===== src/rtl/pc_branch_unit.sv =====
// Next-PC / fetch-control unit: owns the PC and the IF/ID PC register, resolves
// B/CBZ/CBNZ from EX and redirects fetch with a one-cycle IF/ID bubble.
module pc_branch_unit #(
    parameter int unsigned           ADDR_W   = 64,
    parameter int unsigned           OFF_W    = 26,
    parameter logic [ADDR_W-1:0]     RESET_PC = '0,
    parameter int unsigned           CNT_W    = 16
) (
    input  logic              clock,
    input  logic              reset_n,
    input  logic              stall_i,
    input  logic              br_valid_i,
    input  logic [1:0]        br_type_i,
    input  logic [ADDR_W-1:0] br_pc_i,
    input  logic [OFF_W-1:0]  br_offset_i,
    input  logic              br_zero_i,
    output logic [ADDR_W-1:0] imem_addr_o,
    output logic [ADDR_W-1:0] ifid_pc_o,
    output logic [ADDR_W-1:0] ifid_pc4_o,
    output logic              ifid_valid_o,
    output logic              flush_o,
    output logic [CNT_W-1:0]  taken_cnt_o
);

    typedef enum logic [1:0] {
        BOOT  = 2'd0,
        RUN   = 2'd1,
        HOLD  = 2'd2,
        REDIR = 2'd3
    } state_t;

    state_t            state_q, state_d;
    logic [ADDR_W-1:0] pc_q, pc_d;
    logic [ADDR_W-1:0] ifid_pc_q, ifid_pc_d;
    logic              ifid_valid_q, ifid_valid_d;
    logic [CNT_W-1:0]  cnt_q, cnt_d;

    logic              taken;
    logic [ADDR_W-1:0] off_ext;
    logic [ADDR_W-1:0] target;

    assign off_ext = {{(ADDR_W-OFF_W){br_offset_i[OFF_W-1]}}, br_offset_i};
    assign target  = br_pc_i + {off_ext[ADDR_W-3:0], 2'b00};

    assign taken = br_valid_i & ((br_type_i == 2'b01) |
                                 ((br_type_i == 2'b10) &  br_zero_i) |
                                 ((br_type_i == 2'b11) & ~br_zero_i));

    always_comb begin
        state_d      = state_q;
        pc_d         = pc_q;
        ifid_pc_d    = ifid_pc_q;
        ifid_valid_d = ifid_valid_q;
        cnt_d        = cnt_q;
        if (taken) begin
            // the branch in EX is older than anything stalled behind it, so it wins
            pc_d         = target;
            ifid_valid_d = 1'b0;
            state_d      = REDIR;
            if (cnt_q != '1) begin
                cnt_d = cnt_q + CNT_W'(1);
            end
        end else if (stall_i) begin
            state_d = (state_q == REDIR) ? REDIR : HOLD;
        end else begin
            pc_d         = pc_q + ADDR_W'(4);
            ifid_pc_d    = pc_q;
            ifid_valid_d = 1'b1;
            state_d      = RUN;
        end
    end

    always_ff @(posedge clock or negedge reset_n) begin
        if (!reset_n) begin
            state_q      <= BOOT;
            pc_q         <= RESET_PC;
            ifid_pc_q    <= '0;
            ifid_valid_q <= 1'b0;
            cnt_q        <= '0;
        end else begin
            state_q      <= state_d;
            pc_q         <= pc_d;
            ifid_pc_q    <= ifid_pc_d;
            ifid_valid_q <= ifid_valid_d;
            cnt_q        <= cnt_d;
        end
    end

    assign imem_addr_o  = pc_q;
    assign ifid_pc_o    = ifid_pc_q;
    assign ifid_pc4_o   = ifid_pc_q + ADDR_W'(4);
    assign ifid_valid_o = ifid_valid_q;
    assign flush_o      = taken & reset_n;
    assign taken_cnt_o  = cnt_q;

endmodule

===== config.mk =====
export PLATFORM = sky130hd
export DESIGN_NAME = pc_branch_unit
export DESIGN_NICKNAME = d
export VERILOG_FILES = /design/src/rtl/pc_branch_unit.sv
export SDC_FILE = /design/constraint.sdc
export NUM_CORES = 1
export LEC_CHECK = 0
export ABC_CLOCK_PERIOD_IN_PS = 5500
export CAP_MARGIN = 20
export CORE_MARGIN = 1
export CORE_UTILIZATION = 35
export CTS_CLUSTER_SIZE = 24
export DETAILED_ROUTE_END_ITERATION = 7
export HOLD_SLACK_MARGIN = 0.03
export MAX_ROUTING_LAYER = met4
export SLEW_MARGIN = 0
export SYNTH_ARGS = -nofsm -noshare
export SYNTH_HDL_FRONTEND = slang
export SYNTH_SLANG_ARGS = --single-unit

===== constraint.sdc =====
create_clock -name clock -period 5.5 [get_ports clock]
set_input_delay 0.825 -clock clock [delete_from_list [all_inputs] [get_ports clock]]
set_output_delay 0.825 -clock clock [all_outputs]
set_load 0.02 [all_outputs]

* After elaboration in Yosys (flattened, before gate mapping)
Index checks and enable logic that the tools add are counted.
** Operators by class
- Bitwise logic cells :: 9
- Multiplexer cells :: 4
- Reduce and logical (&&, ||, !) cells :: 2
- Add/sub/neg operators :: 4
- Equality and inequality tests :: 5
** Operators by type and width (number)
- 64-bit by 3-bit adder with 64-bit output, second input constant :: 2
- 64-bit two-way mux :: 2
- 64-bit adder :: 1
- 16-bit by 1-bit adder with 16-bit output, second input constant :: 1
- 16-bit != test, second input constant :: 1
- 1-bit AND :: 4
- 2-bit == test, second input constant :: 2
- 2-bit AND reduction :: 2
- 1-bit inverter :: 3
- 2-bit by 1-bit == test with 1-bit output, second input constant :: 1
- 1-bit two-way mux :: 2
- 2-bit by 1-bit != test with 1-bit output, second input constant :: 1
- 1-bit bitwise OR :: 2
** Storage, ports and cells
- Input bits :: 97
- Output and inout port bits :: 210
- Bits in registers :: 145
- Logic and storage cells :: 28

* Longest topological paths before layout
- Depth in word-level cells :: 7
- Depth in mapped cells :: 11

* Worst setup path after synthesis
No wires, ideal clock.
- Path type :: reg-to-output
- Start :: reg ifid_pc_q[4] (netlist: ifid_pc_o[4])
- End :: out ifid_pc4_o[50]
- Buffers on the path :: 1
- Cell stages (with the launch flop) :: 11
- Path slack :: 1.924 ns
- Data required time :: 4.675 ns
- Data arrival time :: 2.751 ns
- Path through :: dfrtp_1 and4_1 nand4_1 or3_1 nor2b_1 and2_2 and3_1 and3_1 buf_2 nand2_1 xnor2_1
** Between the ends
- Longest elaborated chain between the ends :: 1
** RTL lines
- start: declaration :: RTL line 34 : logic [ADDR_W-1:0] ifid_pc_q, ifid_pc_d;
- start signal: assignment :: RTL line 83 : ifid_pc_q <= ifid_pc_d;
- 64-bit by 3-bit adder with 64-bit output :: RTL line 91 : assign ifid_pc4_o = ifid_pc_q + ADDR_W'(4);
- end: declaration :: RTL line 19 : output logic [ADDR_W-1:0] ifid_pc4_o,
Every way passes these cells.

* Worst setup path after layout
- Start :: reg ifid_pc_q[4] (netlist: ifid_pc_o[4])
- End :: out ifid_pc4_o[61]
Same word-level chain as after synthesis.

==> impl_metrics.toml <==
[cts]
clkSlewWorstSetupHoldPaths_ps = 60
htreeDepth = 4
cts_buffer_depth = 2
cts_setup_buffers = 0
cts.repair.resized = 0
numClockSinks = 145
cts_tree = "built"
cts_hold_buf = 0
clk_latency_ps = 420
root_buffer = "clkbuf_16"
cts_buffers = 17

[worst_setup_path]
start_kind = "flop"
worst-setup-path-type = "flop to output pin"
endpoint_kind = "output pin"
crit_chain = "and4_1 > nand4_1 > nor2_1 > nand2_1 > nor2_1 > and3_1 > and3_1 > nand3_1 > xnor2_1 > clkdlybuf4s50_1"
crit_required_ps = 4680
cp_max_fo = 8
crit_slowest_cell = "clkdlybuf4s50_1"
arrival_ps = 3880
max_stage_delay_ps = 640

[place]
place_ws_ps = 1040
io_buffers = 306
post_dp_cell_area_sq_um = 14600
gp_congestion = 0.940
dp_hpwl_um = 28300
dpl.cell_count = 1947

[final_layout]
final_area_sq_um = 15200
fillers = 3014
diodes = 0
final_nets = 1726
layout-drive-gt1-share_pct = 7.55
multiInputGateArea_sq_um = 7260
area_delta_synth_final_pct = 35.8
fin_util_pct = 48.3
seq_area_sq_um = 3630
stdcell_count = 1978

[sta]
hold_viol_final = 0
skew_ps = 12.4
setup_viol = 0
grt_setup_unrepaired = "false"
period_share_pct = 85.6
fin_ws_ps = 794
slew-limit-headroom_pct = 45.3
final.setup.tns_ps = 0
holdWs_ps = 455
worstMarginPinSlew_ps = 820
finalCriticalPeriod_ps = 4710
timing.fmax_mhz = 212
slew_viol_final = 0

[routing]
drtPass1Iterations = 5
wl_met1_um = 17900
dr_wl_met2_um = 15200
highest_layer = "met4"
drcViolationCount = 0
wirelength_um = 35300
detail_route.wl_per_cell_um = 17.9
via_count = 10500
dr_wl_met3_um = 1470
viasPerCell = 5.31
antenna_left = 0
drtIter0Drc = 765

[synthesis]
synthFlopType = "dfrtp_1"
ys_types = 71
syn_inst = 1284
ys_ff_latch = 145
synthTopCellsByCount = "nand2_1, dfrtp_1, xnor2_1, o21ai_0, a21oi_1"
synthesis.nets = 1446
synth_area_sq_um = 11200
synthArstFlopShare_pct = 100
ys_warn_count = 0
synth_area_leaders = "dfrtp_1, xnor2_1, ha_1"
synth_area_per_cell_sq_um = 8.71
synth_top_area_share_pct = 32.4
yosysTopAreaCell = "dfrtp_1"
yosysMostFrequentCell = "nand2_1"
seq_area_frac_synth_pct = 32.4
synth_edf_count = 0

[global_route]
grt_pass1_vias = 9709
grt_max_degree = 89
grt_pass1_wl_um = 55900
gr-total-overflow = 0
grt_use_total_pct = 22.2
antenna_found_initial = 0

[floorplan]
row_count = 65
io_pins = 307
core_sq_um = 31500
dieArea_sq_um = 32700
die_h_um = 181
die_w_um = 181
initial_core_util_pct = 35.5

[job]
maxCapViolations = 0

[pwr]
clkPwrFrac_pct = 19.2
peakVddDrop_mv = 0.214
cellPowerDensity_nw_per_um2 = 399
power_mw = 6.06
pwr-share-comb_pct = 48.8
leakagePower_nw = 6.21
internal_power_mw = 3.57
switchingPower_mw = 2.50
power.share.sequential_pct = 32.0
p_sw_share_pct = 41.2

[run_status]
status = "complete, no violations"

[worst_hold_path]
hold_path.class = "input pin to async pin"
-- path summary, 6_finish.rpt --
check                           startpoint              end  slack (ps)  cells past startpoint
min reg2reg                 taken_cnt_o[8]   taken_cnt_o[8]         490                      1
min in group clock          taken_cnt_o[8]   taken_cnt_o[8]         490                      1
min                                reset_n  taken_cnt_o[15]         450                      1
max reg2reg                imem_addr_o[15]  imem_addr_o[60]        2380                      9
max                           ifid_pc_o[4]   ifid_pc4_o[61]         790                     10
max in group asynchronous          reset_n    ifid_pc_o[43]        3710                      2
-- critical path: cells and delay by family (launching register included) --
kind,cells,cell delay (ps)
AND/OR/NAND/NOR,8,2210
buffers and inverters,1,640
flip-flops,1,450
XOR/XNOR,1,170
-- power by group through the flow --
stage                     Clock [mW]  Combinational [mW]  Sequential [mW]
after floorplan                    0                1.20             2.18
after global placement             0                2.96             1.94
after detailed placement           0                2.96             1.95
after CTS                       1.19                2.97             1.93
after global routing            1.24                3.14             2.01
final                           1.17                2.96             1.94
-- final cells by class --
| cell class | instances | share of cell area, % |
|---|---|---|
| clock buffer | 18 | 2.83 |
| clock inverter | 13 | 1.07 |
| inverter | 26 | 0.643 |
| multi-input combinational | 1062 | 47.8 |
| sequential | 145 | 23.9 |
| tap | 402 | 3.31 |
| timing repair buffer | 312 | 20.5 |
-- sequential cells by signal, summed over array words and instances (netlist names) --
name,cells
taken_cnt_o,16
ifid_valid_o,1
ifid_pc_o,64
imem_addr_o,64
-- routing by layer --
metal,vias up,track usage [%]
met3,40,2.24
met1,4973,32.6
li1,5156,-
met4,0,6.32
met5,-,-
met2,334,32.1
-- cell usage in the layout, fill, tap and decap left out, types with 10 or more instances in the layout --
cell               n
o21ai_0           77
ha_1              64
or3_1             10
nor3_1            24
a211oi_1          11
and3_1            41
nand4_1           28
xor2_1            59
o21bai_1          12
a21oi_1           76
nand2_1          167
clkbuf_16         17
clkdlybuf4s50_1  305
nand3_1           67
inv_1             26
dfrtp_1          145
a21o_1            30
nor2_1            73
xnor2_1          126
a31oi_1           10
mux2_2            62
-- cells by family after synthesis --
kind of cell | share of synthesized area (%)
buffers and inverters | 2.77
AOI/OAI and AO/OA | 16.3
muxes | 6.69
xor gates and xnor gates | 14.5
adders and majority gates | 7.34
and+or+nand+nor | 20.0
DFF | 32.4
No activity file was read; power rests on OpenSTA's default activity.
